**src/rtl/apogee_tape_pkg.sv**
```systemverilog
// Shared definitions for the Apogee/RK tape player: player states, default timing
// and framing constants, and the biphase half-bit level helper.
package apogee_tape_pkg;

   localparam int unsigned DEF_HALF_TICKS   = 160;
   localparam int unsigned DEF_LEADER_BYTES = 256;
   localparam logic [7:0]  DEF_SYNC_BYTE    = 8'hE6;

   typedef enum logic [2:0] {
      ST_IDLE   = 3'd0,
      ST_LEADER = 3'd1,
      ST_SYNC   = 3'd2,
      ST_DATA   = 3'd3,
      ST_FINISH = 3'd4
   } tape_state_e;

   // Biphase cell: first half carries the inverted bit, second half the bit itself.
   function automatic logic halfLevel(input logic bitVal, input logic secondHalf);
      return secondHalf ? bitVal : ~bitVal;
   endfunction

endpackage

```
**src/rtl/tape_phase_timer.sv**
```systemverilog
// Half-bit timer: counts ce ticks while enabled and pulses o_half_done on the tick
// that completes a half-bit. Holding i_enable low freezes the count in place.
module tape_phase_timer
   import apogee_tape_pkg::*;
#(
   parameter int unsigned HALF_TICKS = DEF_HALF_TICKS
) (
   input  logic i_clk,
   input  logic i_reset,
   input  logic i_clear,
   input  logic i_enable,
   input  logic i_ce,
   output logic o_half_done
);

   localparam int unsigned CW = (HALF_TICKS > 1) ? $clog2(HALF_TICKS) : 1;
   localparam logic [CW-1:0] LAST = CW'(HALF_TICKS - 1);

   logic [CW-1:0] r_count;
   logic          w_tick;

   assign w_tick      = i_enable & i_ce;
   assign o_half_done = w_tick & (r_count == LAST);

   always_ff @(posedge i_clk) begin
      if (i_reset || i_clear) begin
         r_count <= '0;
      end else if (w_tick) begin
         r_count <= (r_count == LAST) ? '0 : r_count + 1'b1;
      end
   end

endmodule

```
**src/rtl/rk_tape_player.sv**
```systemverilog
// Tape playback engine: leader, sync byte, then payload fetched over a request/valid
// port, emitted as biphase on tape_out. Define TAPE_PLAYER_PAUSE_EN to add a pause input.
module rk_tape_player
   import apogee_tape_pkg::*;
#(
   parameter int unsigned HALF_TICKS   = DEF_HALF_TICKS,
   parameter int unsigned LEADER_BYTES = DEF_LEADER_BYTES,
   parameter logic [7:0]  SYNC_BYTE    = DEF_SYNC_BYTE
) (
   input  logic        clk_sys,
   input  logic        reset,
   input  logic        ce,
   input  logic        start,
   input  logic        stop,
   input  logic [15:0] length,
   output logic [15:0] rd_addr,
   output logic        rd_req,
   input  logic [7:0]  rd_data,
   input  logic        rd_valid,
   output logic        tape_out,
   output logic        busy,
   output logic        done,
`ifdef TAPE_PLAYER_PAUSE_EN
   output logic        underrun,
   input  logic        pause
`else
   output logic        underrun
`endif
);

   localparam logic [2:0]  S_IDLE      = ST_IDLE;
   localparam logic [2:0]  S_LEADER    = ST_LEADER;
   localparam logic [2:0]  S_SYNC      = ST_SYNC;
   localparam logic [2:0]  S_DATA      = ST_DATA;
   localparam logic [2:0]  S_FINISH    = ST_FINISH;
   localparam logic [15:0] LEADER_LAST = 16'(LEADER_BYTES - 1);

   logic [2:0]  r_state;
   logic [7:0]  r_shift;
   logic [2:0]  r_bitIdx;
   logic        r_phase;
   logic        r_tape;
   logic [15:0] r_leaderCnt;
   logic [15:0] r_nextIdx;
   logic [15:0] r_length;
   logic [7:0]  r_buf;
   logic        r_bufValid;
   logic        r_rdReq;
   logic [15:0] r_rdAddr;
   logic        r_stall;
   logic        r_done;
   logic        r_underrun;

   logic w_pause;
   logic w_halfDone;
   logic w_timerEn;
   logic w_bitEnd;
   logic w_payloadEnd;
   logic w_allSent;
   logic w_resume;
   logic w_loadData;
   logic w_moreToFetch;

`ifdef TAPE_PLAYER_PAUSE_EN
   assign w_pause = pause;
`else
   assign w_pause = 1'b0;
`endif

   assign w_timerEn     = (r_state != S_IDLE) & ~r_stall & ~w_pause;
   assign w_bitEnd      = w_halfDone & r_phase & (r_bitIdx == 3'd0) & (r_state != S_FINISH);
   assign w_payloadEnd  = w_bitEnd & ((r_state == S_SYNC) | (r_state == S_DATA));
   assign w_allSent     = (r_nextIdx == r_length);
   assign w_resume      = r_stall & r_bufValid & ~w_pause;
   assign w_loadData    = w_resume | (w_payloadEnd & ~w_allSent & r_bufValid);
   assign w_moreToFetch = ({1'b0, r_nextIdx} + 17'd1) < {1'b0, r_length};

   tape_phase_timer #(
      .HALF_TICKS(HALF_TICKS)
   ) u_timer (
      .i_clk      (clk_sys),
      .i_reset    (reset),
      .i_clear    (r_state == S_IDLE),
      .i_enable   (w_timerEn),
      .i_ce       (ce),
      .o_half_done(w_halfDone)
   );

   // Main sequencer. The prefetch buffer is filled independently of the bit stream;
   // later branches in the priority chain override it for stop and byte loads.
   always_ff @(posedge clk_sys) begin
      if (reset) begin
         r_state     <= S_IDLE;
         r_shift     <= 8'h00;
         r_bitIdx    <= 3'd0;
         r_phase     <= 1'b0;
         r_tape      <= 1'b0;
         r_leaderCnt <= 16'd0;
         r_nextIdx   <= 16'd0;
         r_length    <= 16'd0;
         r_buf       <= 8'h00;
         r_bufValid  <= 1'b0;
         r_rdReq     <= 1'b0;
         r_rdAddr    <= 16'd0;
         r_stall     <= 1'b0;
         r_done      <= 1'b0;
         r_underrun  <= 1'b0;
      end else begin
         r_done <= 1'b0;
         if (r_rdReq && rd_valid) begin
            r_buf      <= rd_data;
            r_bufValid <= 1'b1;
            r_rdReq    <= 1'b0;
         end

         if (r_state == S_IDLE) begin
            if (start) begin
               r_state     <= S_LEADER;
               r_length    <= length;
               r_leaderCnt <= 16'd0;
               r_nextIdx   <= 16'd0;
               r_shift     <= 8'h00;
               r_bitIdx    <= 3'd7;
               r_phase     <= 1'b0;
               r_tape      <= halfLevel(1'b0, 1'b0);
               r_underrun  <= 1'b0;
               r_bufValid  <= 1'b0;
               r_stall     <= 1'b0;
            end
         end else if (stop) begin
            r_state    <= S_IDLE;
            r_tape     <= 1'b0;
            r_rdReq    <= 1'b0;
            r_bufValid <= 1'b0;
            r_stall    <= 1'b0;
         end else if (w_loadData) begin
            r_state    <= S_DATA;
            r_shift    <= r_buf;
            r_bitIdx   <= 3'd7;
            r_phase    <= 1'b0;
            r_tape     <= halfLevel(r_buf[7], 1'b0);
            r_bufValid <= 1'b0;
            r_stall    <= 1'b0;
            r_nextIdx  <= r_nextIdx + 16'd1;
            if (w_moreToFetch) begin
               r_rdReq  <= 1'b1;
               r_rdAddr <= r_nextIdx + 16'd1;
            end
         end else if (w_payloadEnd) begin
            if (w_allSent) begin
               r_state <= S_FINISH;
               r_phase <= 1'b0;
               r_tape  <= 1'b0;
            end else begin
               r_stall    <= 1'b1;
               r_underrun <= 1'b1;
            end
         end else if (w_bitEnd) begin
            r_bitIdx <= 3'd7;
            r_phase  <= 1'b0;
            if (r_leaderCnt == LEADER_LAST) begin
               r_state <= S_SYNC;
               r_shift <= SYNC_BYTE;
               r_tape  <= halfLevel(SYNC_BYTE[7], 1'b0);
               if (r_length != 16'd0) begin
                  r_rdReq  <= 1'b1;
                  r_rdAddr <= 16'd0;
               end
            end else begin
               r_leaderCnt <= r_leaderCnt + 16'd1;
               r_shift     <= 8'h00;
               r_tape      <= halfLevel(1'b0, 1'b0);
            end
         end else if (w_halfDone) begin
            if (r_state == S_FINISH) begin
               if (r_phase) begin
                  r_state <= S_IDLE;
                  r_done  <= 1'b1;
                  r_phase <= 1'b0;
               end else begin
                  r_phase <= 1'b1;
               end
            end else if (!r_phase) begin
               r_phase <= 1'b1;
               r_tape  <= halfLevel(r_shift[7], 1'b1);
            end else begin
               r_phase  <= 1'b0;
               r_bitIdx <= r_bitIdx - 3'd1;
               r_shift  <= {r_shift[6:0], 1'b0};
               r_tape   <= halfLevel(r_shift[6], 1'b0);
            end
         end
      end
   end

   assign rd_addr  = r_rdAddr;
   assign rd_req   = r_rdReq;
   assign tape_out = r_tape;
   assign busy     = (r_state != S_IDLE);
   assign done     = r_done;
   assign underrun = r_underrun;

endmodule

```
**config.mk**
```make
export PLATFORM = sky130hd
export DESIGN_NAME = rk_tape_player
export DESIGN_NICKNAME = d
export VERILOG_FILES = /design/src/rtl/apogee_tape_pkg.sv /design/src/rtl/tape_phase_timer.sv /design/src/rtl/rk_tape_player.sv
export SDC_FILE = /design/constraint.sdc
export NUM_CORES = 1
export LEC_CHECK = 0
export CAP_MARGIN = 25
export CORE_MARGIN = 1
export CORE_UTILIZATION = 50
export CTS_CLUSTER_SIZE = 24
export DETAILED_ROUTE_END_ITERATION = 12
export GPL_TIMING_DRIVEN = 0
export MAX_ROUTING_LAYER = met4
export PLACE_DENSITY = 0.74
export SETUP_SLACK_MARGIN = 0.05
export SLEW_MARGIN = 0
export SYNTH_ARGS = -nofsm -noshare
export SYNTH_HDL_FRONTEND = slang
export SYNTH_SLANG_ARGS = --single-unit
```
**constraint.sdc**
```tcl
create_clock -name clk_sys -period 2.8 [get_ports clk_sys]
set_input_delay 0.28 -clock clk_sys [delete_from_list [all_inputs] [get_ports clk_sys]]
set_output_delay 0.28 -clock clk_sys [all_outputs]
set_load 0.01 [all_outputs]
```
==> impl_metrics.env <==
export IMPL_crit_arrival_ns=3.19
export IMPL_die_w_um=106.6
export IMPL_outcome="finished with violations"
export IMPL_io_buffers=50
export IMPL_p_leak_nw=2.613
export IMPL_cts_tree="built"
export IMPL_grt_pass1_wl_um=25150
export IMPL_pwr_share_seq_pct=52.5
export IMPL_grt_pass1_vias=5169
export IMPL_p_int_mw=2.048
export IMPL_drcViolationCount=0
export IMPL_area_growth_pct=29.13
export IMPL_htreeDepth=3
export IMPL_final_layout_size_suffix_gt1_share_pct=19.12
export IMPL_critical_path_max_stage_delay_ns=0.41
export IMPL_drt_pass1_iter_count=5
export IMPL_async_flop_share_pct=0
export IMPL_cp_start_kind="register"
export IMPL_cts_made_buffers=9
export IMPL_finalWorstSetupSlack_ns=-0.1324
export IMPL_fin_tns_setup_ns=-1.132
export IMPL_drtIter0Drc=437
export IMPL_synth_edf_count=0
export IMPL_final_max_slew_viol_count=0
export IMPL_setup_viol=17
export IMPL_fin_hold_ws_ns=0.4266
export IMPL_overflow=0
export IMPL_p_comb_share_pct=12.9
export IMPL_via_per_inst=5.819
export IMPL_switching_share_pct=28.29
export IMPL_gr_usage_all_layers_pct=29.05
export IMPL_routed_wl_um=15650
export IMPL_maxSlewHeadroom_pct=54.73
export IMPL_path_class="register to register"
export IMPL_vias=5295
export IMPL_hold_viol_final=0
export IMPL_clockBufferDepth=2
export IMPL_grt_start_max_net_pins=19
export IMPL_gp_congestion=0.9672
export IMPL_ys_types=68
export IMPL_critPathSlowestCell="dfxtp_4"
export IMPL_cts_hold_buf=0
export IMPL_p_clk_share_pct=34.6
export IMPL_syn_inst=675
export IMPL_finClkSkew_ns=0.01203
export IMPL_crit_fanout=5
export IMPL_p_per_area_nw_per_um2=404.2
export IMPL_rsz0062_at_grt="yes"
export IMPL_diodes=0
export IMPL_layout_common_cells="dfxtp_1, nand2_1, a21oi_1"
export IMPL_ioPinCount=51
export IMPL_cp_cell_sequence="ha_4, and4_4, buf_4, nand3_2, xor2_2, inv_1, ha_4, nand4_1, a211oi_2, nor4_2, buf_4, o21bai_4, buf_6, o32a_1, o31ai_4"
export IMPL_violations="setup timing"
export IMPL_cp_end_kind="register"
export IMPL_final_antenna_net_count=0
export IMPL_syn_area_per_cell_um2=8.108
export IMPL_cp_data_required_time_ns=3.06
export IMPL_vdd_drop_max_mv=0.3767
export IMPL_worstMarginPinSlew_ns=0.6790
export IMPL_finalNetCount=820
export IMPL_ys_warnings_count=0
export IMPL_clk_pin_slew_worst_paths_ns=0.11
export IMPL_worstSkewPairLatency_ns=0.39
export IMPL_p_switching_mw=0.8079
export IMPL_netlist_area_um2=5473
export IMPL_yosysSeqAreaShare_pct=36.95
export IMPL_fp_dieH_um=106.6
export IMPL_synthFlopType="dfxtp_1"
export IMPL_hold_path_class="primary input to register"
export IMPL_core_area_um2=10460
export IMPL_antenna_found_initial=0
export IMPL_synth_seq_cells=101
export IMPL_fmax_mhz=341.0
export IMPL_clock_sinks=101
export IMPL_period_minus_slack_ns=2.932
export IMPL_die_area_um2=11370
export IMPL_drv_cap=0
export IMPL_final_common_cell="dfxtp_1"
export IMPL_post_route_period_util_pct=104.7
export IMPL_synth_fp_nets=726
export IMPL_dp_hpwl_um=10950
export IMPL_root_buffer="clkbuf_8"
export IMPL_num_rows=37
export IMPL_start_util_pct=52.31
export IMPL_wl_per_cell_um=17.20
## state kept, by name, summed over array words and instances (netlist names)
register and cells:
r_leaderCnt 16, r_length 16, r_nextIdx 16, rd_addr 16
r_buf 8, r_shift 8, u_timer.r_count 8, r_bitIdx 3
r_state 3, done 1, r_bufValid 1, r_phase 1
r_stall 1, rd_req 1, tape_out 1, underrun 1
## critical path: cells and delay by family (launching register included)
family          cells  cell delay [ns]
compound gates      4             0.68
xor+xnor            1             0.17
fa+ha+maj           2             0.44
buf+inv             4             0.54
flops               1             0.41
simple gates        4             0.55
## cells in the mapped netlist (2+ instances only)
| master | instances | area (µm²) |
|---|---|---|
| or3_1 | 6 | 37.54 |
| nor3_1 | 15 | 75.07 |
| nor2b_1 | 4 | 25.02 |
| a31oi_2 | 2 | 25.02 |
| o32a_1 | 8 | 80.08 |
| o21ai_0 | 26 | 130.1 |
| ha_1 | 21 | 262.8 |
| a221oi_1 | 4 | 35.03 |
| buf_2 | 9 | 45.04 |
| o21bai_1 | 2 | 15.01 |
| buf_1 | 4 | 15.01 |
| a21o_1 | 4 | 30.03 |
| xnor2_1 | 12 | 105.1 |
| nand3b_1 | 3 | 22.52 |
| buf_6 | 3 | 33.78 |
| nand2_1 | 79 | 296.5 |
| nor4_2 | 4 | 50.05 |
| o2111ai_1 | 2 | 17.52 |
| and3_1 | 5 | 31.28 |
| nand2b_1 | 21 | 131.4 |
| xor2_1 | 34 | 297.8 |
| nand3_1 | 29 | 145.1 |
| o21ai_1 | 2 | 10.01 |
| or4_4 | 2 | 22.52 |
| o41ai_1 | 2 | 17.52 |
| nor2_1 | 55 | 206.5 |
| a311oi_1 | 3 | 26.28 |
| or2_2 | 2 | 12.51 |
| clkbuf_1 | 20 | 75.07 |
| dfxtp_1 | 101 | 2022 |
| nand4_1 | 12 | 75.07 |
| nor4_1 | 10 | 62.56 |
| inv_1 | 47 | 176.4 |
| a22oi_1 | 2 | 15.01 |
| nor2_4 | 2 | 22.52 |
| a21oi_1 | 56 | 280.3 |
| and2_1 | 6 | 37.54 |
| o31ai_1 | 12 | 90.09 |
| o211ai_1 | 7 | 52.55 |
| and4_1 | 2 | 17.52 |
| a211oi_1 | 8 | 60.06 |
## layout make-up
cell class	count	area, µm²
multi-input cells	490	3488
fillers	889	3396
flip-flops and latches	101	2049
repair buffers	84	767.0
plain buffers	36	210.2
inverters	47	176.4
well taps	136	170.2
clock buffers	9	123.9
clock inverters	7	81.33
## routing by layer
metal	part of all wire, %	vias up	global-route usage [%]
li1	-	2556	-
met3	6.5	30	5.957
met1	43	2507	35.89
met2	48	202	46.13
met4	2.6	0	12.43
met5	0	-	-
## final timing paths
check | endpoint | startpoint | slack (ns) | cells past startpoint
max | rd_addr[14] | r_nextIdx[1] | -0.13 | 15
min | r_length[10] | length[10] | 0.43 | 3
max reg2reg | rd_addr[14] | r_nextIdx[1] | -0.13 | 15
min reg2reg | r_buf[1] | r_buf[1] | 0.46 | 2
## power groups by stage
stage | combinational [mW] | clock [mW] | sequential (mW)
3_5_place_dp | 0.327 | 0 | 1.54
2_1_floorplan | 0.203 | 0 | 1.53
4_1_cts | 0.347 | 1.01 | 1.50
3_3_place_gp | 0.321 | 0 | 1.54
6_report | 0.368 | 0.987 | 1.50
5_1_grt | 0.402 | 1.06 | 1.51
## stage by stage
stage	instances	setup slack, ns	instance area (µm²)	total power [mW]	utilization, %
after floorplan	675	0.05635	5513	1.732	-
after global placement	861	-0.5826	6183	1.857	59.10
after detailed placement	861	-0.6348	6183	1.864	59.10
after CTS	904	-0.03854	6850	2.857	65.47
after global routing	910	-0.2747	7067	2.966	67.54
final	910	-0.1324	7067	2.856	67.54
## kinds of logic (layout without fill, tap and decap cells)
logic type	Yosys count	in the layout	share of synthesized area, %
AO/OA/AOI/OAI	152	152	18.34
multiplexers	1	1	0.1829
XOR/XNOR	46	46	7.362
AND/OR/NAND/NOR	270	270	25.93
adder cells (fa/ha/maj)	21	21	4.801
buffers and inverters	84	183	6.447
flip-flops	101	101	36.95
## what timing repair did
action | in CTS | in global routing
setup endpoints to repair | 17 | 55
cloned | 2 | 0
gates resized for setup | 62 | 37
endpoints found under the hold margin | 0 | 0
pin swaps | 19 | 19
setup buffers | 25 | 6
(Power assumes the default switching activity.)
